--- src/rtl/uart_rx_fifo.sv ---
// uart_rx_fifo: UART 8N1 receiver with mid-bit sampling, framing/overrun flags and a small byte FIFO.
// Optional even-parity bit is enabled by defining UART_RX_PARITY_EN.
module uart_rx_fifo #(
    parameter int CLK_FREQ   = 27000000,
    parameter int BAUD       = 115200,
    parameter int FIFO_DEPTH = 4
) (
    input  logic       clk,
    input  logic       rst_n,
    input  logic       rx,
    output logic [7:0] data_out,
    output logic       data_valid,
    input  logic       data_ready,
    output logic       frame_err,
    output logic       overrun,
    output logic       busy
);
    localparam int CPB  = CLK_FREQ / BAUD;
    localparam int CW   = $clog2(CPB);
    localparam int AW   = $clog2(FIFO_DEPTH);
    localparam int NW   = AW + 1;
    localparam logic [CW-1:0] LAST   = CW'(CPB - 1);
    localparam logic [CW-1:0] HALF   = CW'(CPB / 2 - 1);
    localparam logic [NW-1:0] FULL_N = NW'(FIFO_DEPTH);

`ifdef UART_RX_PARITY_EN
    typedef enum logic [2:0] {IDLE, START, DATA, PARITY, STOP, BREAK} state_t;
`else
    typedef enum logic [2:0] {IDLE, START, DATA, STOP, BREAK} state_t;
`endif

    state_t          state, state_nx;
    logic            rx_m, rx_s;
    logic [CW-1:0]   cnt;
    logic [2:0]      bit_idx;
    logic [7:0]      shift;
    logic            cnt_clr, shift_en, push, ferr, stop_ok;
`ifdef UART_RX_PARITY_EN
    logic            par_en, par_bad;
`endif

    logic [7:0]      mem [FIFO_DEPTH];
    logic [AW-1:0]   wr_ptr, rd_ptr;
    logic [NW-1:0]   count;
    logic            pop, full, wr_en;

    // Two-flop synchroniser for the asynchronous rx pin; idles high.
    always_ff @(posedge clk or negedge rst_n) begin
        if (!rst_n) begin
            rx_m <= 1'b1;
            rx_s <= 1'b1;
        end else begin
            rx_m <= rx;
            rx_s <= rx_m;
        end
    end

    // Receive FSM state register.
    always_ff @(posedge clk or negedge rst_n) begin
        if (!rst_n)
            state <= IDLE;
        else
            state <= state_nx;
    end

`ifdef UART_RX_PARITY_EN
    assign stop_ok = rx_s & !par_bad;
`else
    assign stop_ok = rx_s;
`endif

    // Next-state and per-cycle control: sample points, push request, framing error.
    always_comb begin
        state_nx = state;
        cnt_clr  = 1'b0;
        shift_en = 1'b0;
        push     = 1'b0;
        ferr     = 1'b0;
`ifdef UART_RX_PARITY_EN
        par_en   = 1'b0;
`endif
        unique case (state)
            IDLE: begin
                cnt_clr = 1'b1;
                if (!rx_s)
                    state_nx = START;
            end
            START: begin
                if (cnt == HALF) begin
                    cnt_clr  = 1'b1;
                    state_nx = rx_s ? IDLE : DATA;
                end
            end
            DATA: begin
                if (cnt == LAST) begin
                    shift_en = 1'b1;
`ifdef UART_RX_PARITY_EN
                    state_nx = (bit_idx == 3'd7) ? PARITY : DATA;
`else
                    state_nx = (bit_idx == 3'd7) ? STOP : DATA;
`endif
                end
            end
`ifdef UART_RX_PARITY_EN
            PARITY: begin
                if (cnt == LAST) begin
                    par_en   = 1'b1;
                    state_nx = STOP;
                end
            end
`endif
            STOP: begin
                if (cnt == LAST) begin
                    push     = stop_ok;
                    ferr     = !stop_ok;
                    state_nx = rx_s ? IDLE : BREAK;
                end
            end
            BREAK: begin
                cnt_clr = 1'b1;
                if (rx_s)
                    state_nx = IDLE;
            end
            default: state_nx = IDLE;
        endcase
    end

    // Bit-period counter, shift register and data bit index.
    always_ff @(posedge clk or negedge rst_n) begin
        if (!rst_n) begin
            cnt     <= '0;
            shift   <= '0;
            bit_idx <= '0;
        end else begin
            cnt <= (cnt_clr || cnt == LAST) ? '0 : cnt + 1'b1;
            if (shift_en) begin
                shift   <= {rx_s, shift[7:1]};
                bit_idx <= bit_idx + 3'd1;
            end
        end
    end

`ifdef UART_RX_PARITY_EN
    // Even parity check: data ones plus parity bit must be even.
    always_ff @(posedge clk or negedge rst_n) begin
        if (!rst_n)
            par_bad <= 1'b0;
        else if (par_en)
            par_bad <= ^shift ^ rx_s;
    end
`endif

    assign pop        = data_valid & data_ready;
    assign full       = count == FULL_N;
    assign wr_en      = push & (!full | pop);
    assign data_valid = count != '0;
    assign data_out   = data_valid ? mem[rd_ptr] : 8'h00;
    assign busy       = state != IDLE;

    // FIFO storage; contents are don't-care while the entry is unoccupied.
    always_ff @(posedge clk) begin
        if (wr_en)
            mem[wr_ptr] <= shift;
    end

    // FIFO pointers and occupancy; pointers wrap naturally at the power-of-two depth.
    always_ff @(posedge clk or negedge rst_n) begin
        if (!rst_n) begin
            wr_ptr <= '0;
            rd_ptr <= '0;
            count  <= '0;
        end else begin
            if (wr_en)
                wr_ptr <= wr_ptr + 1'b1;
            if (pop)
                rd_ptr <= rd_ptr + 1'b1;
            if (wr_en && !pop)
                count <= count + 1'b1;
            else if (!wr_en && pop)
                count <= count - 1'b1;
        end
    end

    // Registered one-cycle error pulses; a push and a framing error never coincide.
    always_ff @(posedge clk or negedge rst_n) begin
        if (!rst_n) begin
            frame_err <= 1'b0;
            overrun   <= 1'b0;
        end else begin
            frame_err <= ferr;
            overrun   <= push & full & !pop;
        end
    end
endmodule

--- config.mk ---
export PLATFORM = sky130hd
export DESIGN_NAME = uart_rx_fifo
export DESIGN_NICKNAME = d
export VERILOG_FILES = /design/src/rtl/uart_rx_fifo.sv
export SDC_FILE = /design/constraint.sdc
export NUM_CORES = 1
export LEC_CHECK = 0
export CAP_MARGIN = 10
export CORE_MARGIN = 4
export CORE_UTILIZATION = 53
export DETAILED_ROUTE_END_ITERATION = 10
export GPL_ROUTABILITY_DRIVEN = 0
export PLACE_DENSITY = 0.74
export REMOVE_ABC_BUFFERS = 1
export SLEW_MARGIN = 20
export SYNTH_ARGS = -nofsm -noshare
export SYNTH_HDL_FRONTEND = slang
export SYNTH_SLANG_ARGS = --single-unit
--- constraint.sdc ---
create_clock -name clk -period 2.25 [get_ports clk]
set_input_delay 0.3375 -clock clk [delete_from_list [all_inputs] [get_ports clk]]
set_output_delay 0.3375 -clock clk [all_outputs]
set_load 0.005 [all_outputs]
### Word level (Yosys, flattened, before mapping)

Memories as Yosys holds them, arrays and structs flattened.
Cells that the tools add are included.
W data, S select, Z words.

* $add $sub $neg: 6
* multiply operators: 0
* divide/modulo/power cells: 0
* order comparisons: 0
* eq/ne operators: 13
* shift operators: 0
* multiplexer cells: 23
* bitwise logic cells: 5
* reduce and logical (&&, ||, !) cells: 13

Operators with widths (number)
* $mux W3: 8
* $mux W8: 2
* $pmux W3 S5: 1
* $mux W1: 10
* $ne A2 B2 Y1 const B: 5
* $eq A3 B3 Y1 const B: 3
* $add A8 B1 Y8 const B: 1
* $eq A8 B7 Y1 const B: 1
* $eq A8 B8 Y1 const B: 1
* $add A3 B1 Y3 const B: 2
* $eq A3 B2 Y1 const B: 2
* $reduce_bool A3 Y1: 2
* $reduce_and A5 Y1: 1
* $add A2 B1 Y2 const B: 2
* $and A1 B1 Y1: 4
* $logic_not A1 Y1: 4
* $eq A3 B1 Y1 const B: 1
* $logic_not A3 Y1: 1
* $sub A3 B1 Y3 const B: 1
* $logic_and A1 B1 Y1: 2
* $mux W2: 1
* $pmux W1 S2: 1
* $reduce_bool A2 Y1: 1
* $reduce_or A2 Y1: 1
* other kinds (2): 2

* register bits: 33
* latch bits: 0
* RAM bits: 32
* ROM bits: 0
* output and inout bits: 12
* logic and storage cells: 72
* memories kept: 1

Memory list
* mem: words 4, bits a word 8, rd ports 1, clocked after Yosys merged registers in 0, wr ports 1, line 42 `logic [7:0] mem [FIFO_DEPTH];`

### Longest topological paths before layout

* depth in word-level cells: 8
* depth in mapped cells: 10
* gate-level depth less buffers: 10

### Least setup slack after synthesis

OpenSTA, ideal clock, no wires.

* path kind: reg2reg
* from: reg cnt[2]
* to: reg count[2]
* setup time: 0.079 ns
* data arrival time: 2.331 ns
* required time: 2.171 ns
* path slack: -0.161 ns
* cell stages (with the launch flop): 10
* buffers on the path: 0
* period minus slack after synthesis: 2.411 ns
* cell sequence: dfrtp_1 and4bb_1 nand3_4 nor4_4 ha_1 inv_1 fa_1 xor2_1 nor2_1 xor2_1

* word-level cells in the longest chain between the ends: 7
* elaborated cells on any way between the ends: 9
* classes of those cells: eq/ne: 1; mux: 3; bitwise: 1; reduce/logical: 4

Ends and longest elaborated chain
* start: declaration: line 34 `logic [CW-1:0] cnt;`
* start signal: assignment: line 135 `cnt <= (cnt_clr || cnt == LAST) ? '0 : cnt + 1'b1;`
* $eq A8 B8 Y1 *: line 113 `if (cnt == LAST) begin`
* $mux W1 *: line 113
* $mux W1 *: line 82 `unique case (state)`
* $and A1 B1 Y1 *: line 155 `assign wr_en = push & (!full | pop);`
* net wr_en: line 45 `logic pop, full, wr_en;`
* $logic_not A1 Y1: line 179 `else if (!wr_en && pop)`
* $logic_and A1 B1 Y1: line 179
* $reduce_bool A2 Y1 (no line)
* end signal: assignment: line 178 `count <= count + 1'b1;`
* end signal: assignment: line 180 `count <= count - 1'b1;`
* end: declaration: line 44 `logic [NW-1:0] count;`

The timed path passes the listed nets; every way through them passes the cells marked *.
A chain may end at the register's enable or synchronous reset.

### Worst setup path in the final report

Same ends and word-level chain as after synthesis.

==> out/results.tsv <==
stage	metric	value	unit
outcome	status	finished, final reports clean	
cts	cts_buffers	9	
cells_and_area	nFillCells	369	
grt	grtUsageTotal	16.3	%
cts	clk_latency	0.34	ns
yosys	ys_warn_count	0	
cts	htreeDepth	3	
cells_and_area	diodes	0	
drt	postRouteAntennaNets	0	
drt	vias	1539	
sta	fin_crit	2.21	ns
die	die_h	80.6	um
placed_design	port_buffers	15	
sta	tightest_slew	0.436	ns
placed_design	hpwl	3020	um
yosys	avgSynthCellArea	15.4	um^2
cells_and_area	multi_input_area	956	um^2
yosys	ys.flop_type	edfxtp_1	
yosys	synth_common_cells	32 x edfxtp_1, 31 x dfrtp_1, 14 x nor2_1	
cts	holdBufCountCts	0	
pwr	finalPower	2870	uW
grt	grt_overflow	0	
die	start_util	54.7	%
pwr	leakagePower	0.00147	uW
setup_path	crit_type	reg2reg	
grt	grt_pass1_wl	7650	um
yosys	synthTopCellsByArea	edfxtp_1 34%, dfrtp_1 28%, mux4_2 6.4%, ha_1 4.5%, mux2_2 4.4%	
cells_and_area	register_area	1790	um^2
die	io_pins	16	
yosys	syn_inst	182	
drt	viasPerCell	5.18	
cts	cts-root-buf	clkbuf_8	
yosys	async_reset_ff_share	50.8	%
cells_and_area	drive_gt1_share	29.1	%
sta	hold_violations	0	
pwr	p_per_area	846	nW/um^2
grt	antenna_found_initial	0	
cts	cts_tree	built	
sta	layout_setup_ws	0.0379	ns
drt	firstDrtPassIters	4	
drt	first_iter_violations	103	
sta	finalSetupViolCount	0	
flow_run	max_cap_viol_count	0	
yosys	syn_area	2790	um^2
sta	slew_headroom	70.9	%
sta	period_share	98.3	%
setup_path	cp.arrival	2.46	ns
die	die_w	80.6	um
setup_path	critPathMaxFanout	2	
grt	grt_pass1_vias	1651	
setup_path	start_kind	flop	
drt	routed_wl	4430	um
yosys	yosys.area.top_type	edfxtp_1	
die	coreArea	5110	um^2
setup_path	crit_required	2.50	ns
drt	wire_per_inst	14.9	um
yosys	synth-edff-count	32	
cts	cts.reportedPaths.clkPinSlew	0.07	ns
pwr	peakVddDrop	0.547	mV
hold_path	hp-class	reg2reg	
cells_and_area	fin_nets	237	
placed_design	post-place-ws	-0.251	ns
yosys	yosysSeqAreaShare	64.0	%
yosys	synth_most_common_cell	edfxtp_1	
drt	drc	0	
yosys	synthDistinctLibCells	32	
cts	cts_buffer_depth	2	
die	die_area	6500	um^2
setup_path	endpoint_kind	flop	
yosys	synth_top_area_share	34.4	%
cts	cts_sinks	65	
sta	rsz0062_at_grt	yes	
sta	finClkSkew	0.00934	ns
grt	grt_max_degree	34	
yosys	synth-seq-cells	65	
cells_and_area	syn_to_final_growth	21.2	%
sta	final_max_slew_viol_count	0	
sta	timing.fmax	0.452	GHz
die	core.rowCount	26	
## routing by layer
| layer | vias to the layer above | track usage, % | part of all wire (%) |
|---|---|---|---|
| li1 | 733 | - | - |
| met1 | 770 | 17.6 | 39 |
| met2 | 23 | 28.3 | 54 |
| met3 | 13 | 5.04 | 3.7 |
| met4 | 0 | 8.78 | 2.8 |
| met5 | - | 0 | 0 |
## flip-flops by register name (all words and copies together) (netlist names)
signal and cells:
count 3, rx_m 1, shift 8, rx_s 1, frame_err 1, bit_idx 3, rd_ptr 2, state 3
cnt 8, wr_ptr 2, mem 32, overrun 1
## cell type report
cell class                 instances  area share [%]
clock buffer                      10            3.77
tap                               70            2.59
inverter                           8           0.887
sequential                        65            52.8
clock inverter                     6            3.14
multi-input combinational        104            28.2
timing repair buffer              34            8.57
## power by group
| part | switching [uW] | total, uW | internal (uW) |
|---|---|---|---|
| logic | 142 | 345 | 203 |
| clock network | 420 | 1150 | 730 |
| registers | 78.7 | 1370 | 1290 |
## path summary, 6_finish.rpt
check / start / endpoint / slack [ns] / depth (start not counted)
min: rx_m / rx_s / 0.36 / 0
max in group asynchronous: rst_n / rx_s / 1.52 / 2
min in group asynchronous: rst_n / wr_ptr[1] / 0.40 / 2
max: cnt[2] / count[2] / 0.04 / 9
max reg2reg: cnt[2] / count[2] / 0.04 / 9
min reg2reg: rx_m / rx_s / 0.36 / 0
## repair_timing
item / 4_1_cts / 5_1_grt
gates resized for setup: 12 / 1
setup buffers: 3 / 1
pin swaps: 5 / 2
endpoints found under the setup margin: 9 / 1
## critical path, cell delays in order, from the launching register on
cell	delay (ns)
dfrtp_1	0.37
and4bb_1	0.31
nand3_4	0.10
nor4_4	0.29
ha_2	0.24
inv_2	0.04
fa_2	0.32
xor2_1	0.16
nor2_1	0.12
xor2_1	0.17
## per-stage QoR
stage | hold WS, ns | setup TNS [ns] | instances | utilization (%) | cell area, um^2
global placement | 0.347 | -0.236 | 277 | 61.1 | 3120
CTS | 0.360 | 0 | 296 | 66.2 | 3380
global route | 0.363 | -0.0717 | 297 | 66.3 | 3390
floorplan | 0.0419 | -0.269 | 177 | - | 2770
finish | 0.358 | 0 | 297 | 66.3 | 3390
detailed placement | 0.351 | -0.421 | 277 | 61.1 | 3120
## cells in the final DEF (no fill, tap or decap), types with 3 or more instances in the layout
cell,instances
a21oi_1,3
xnor2_1,9
nand3_1,4
edfxtp_1,32
bufinv_16,3
dlygate4sd2_1,8
and2_1,9
clkbuf_8,9
xor2_1,5
mux4_2,8
clkdlybuf4s50_1,7
and2_2,4
nor2_1,14
dfrtp_1,31
buf_4,18
mux2_2,11
nand2_1,10
ha_1,9
inv_1,7
## kinds of logic (layout without fill, tap and decap cells)
group | after synthesis | in the layout | synth area share, %
DFF | 65 | 65 | 64.0
muxes | 20 | 20 | 11.4
buffers and inverters | 13 | 58 | 1.93
xor gates and xnor gates | 14 | 14 | 4.39
and+or+nand+nor | 52 | 52 | 11.5
adders and majority gates | 11 | 11 | 5.19
AOI/OAI and AO/OA | 7 | 7 | 1.57
Note: power is estimated with default switching activity, not from simulation.
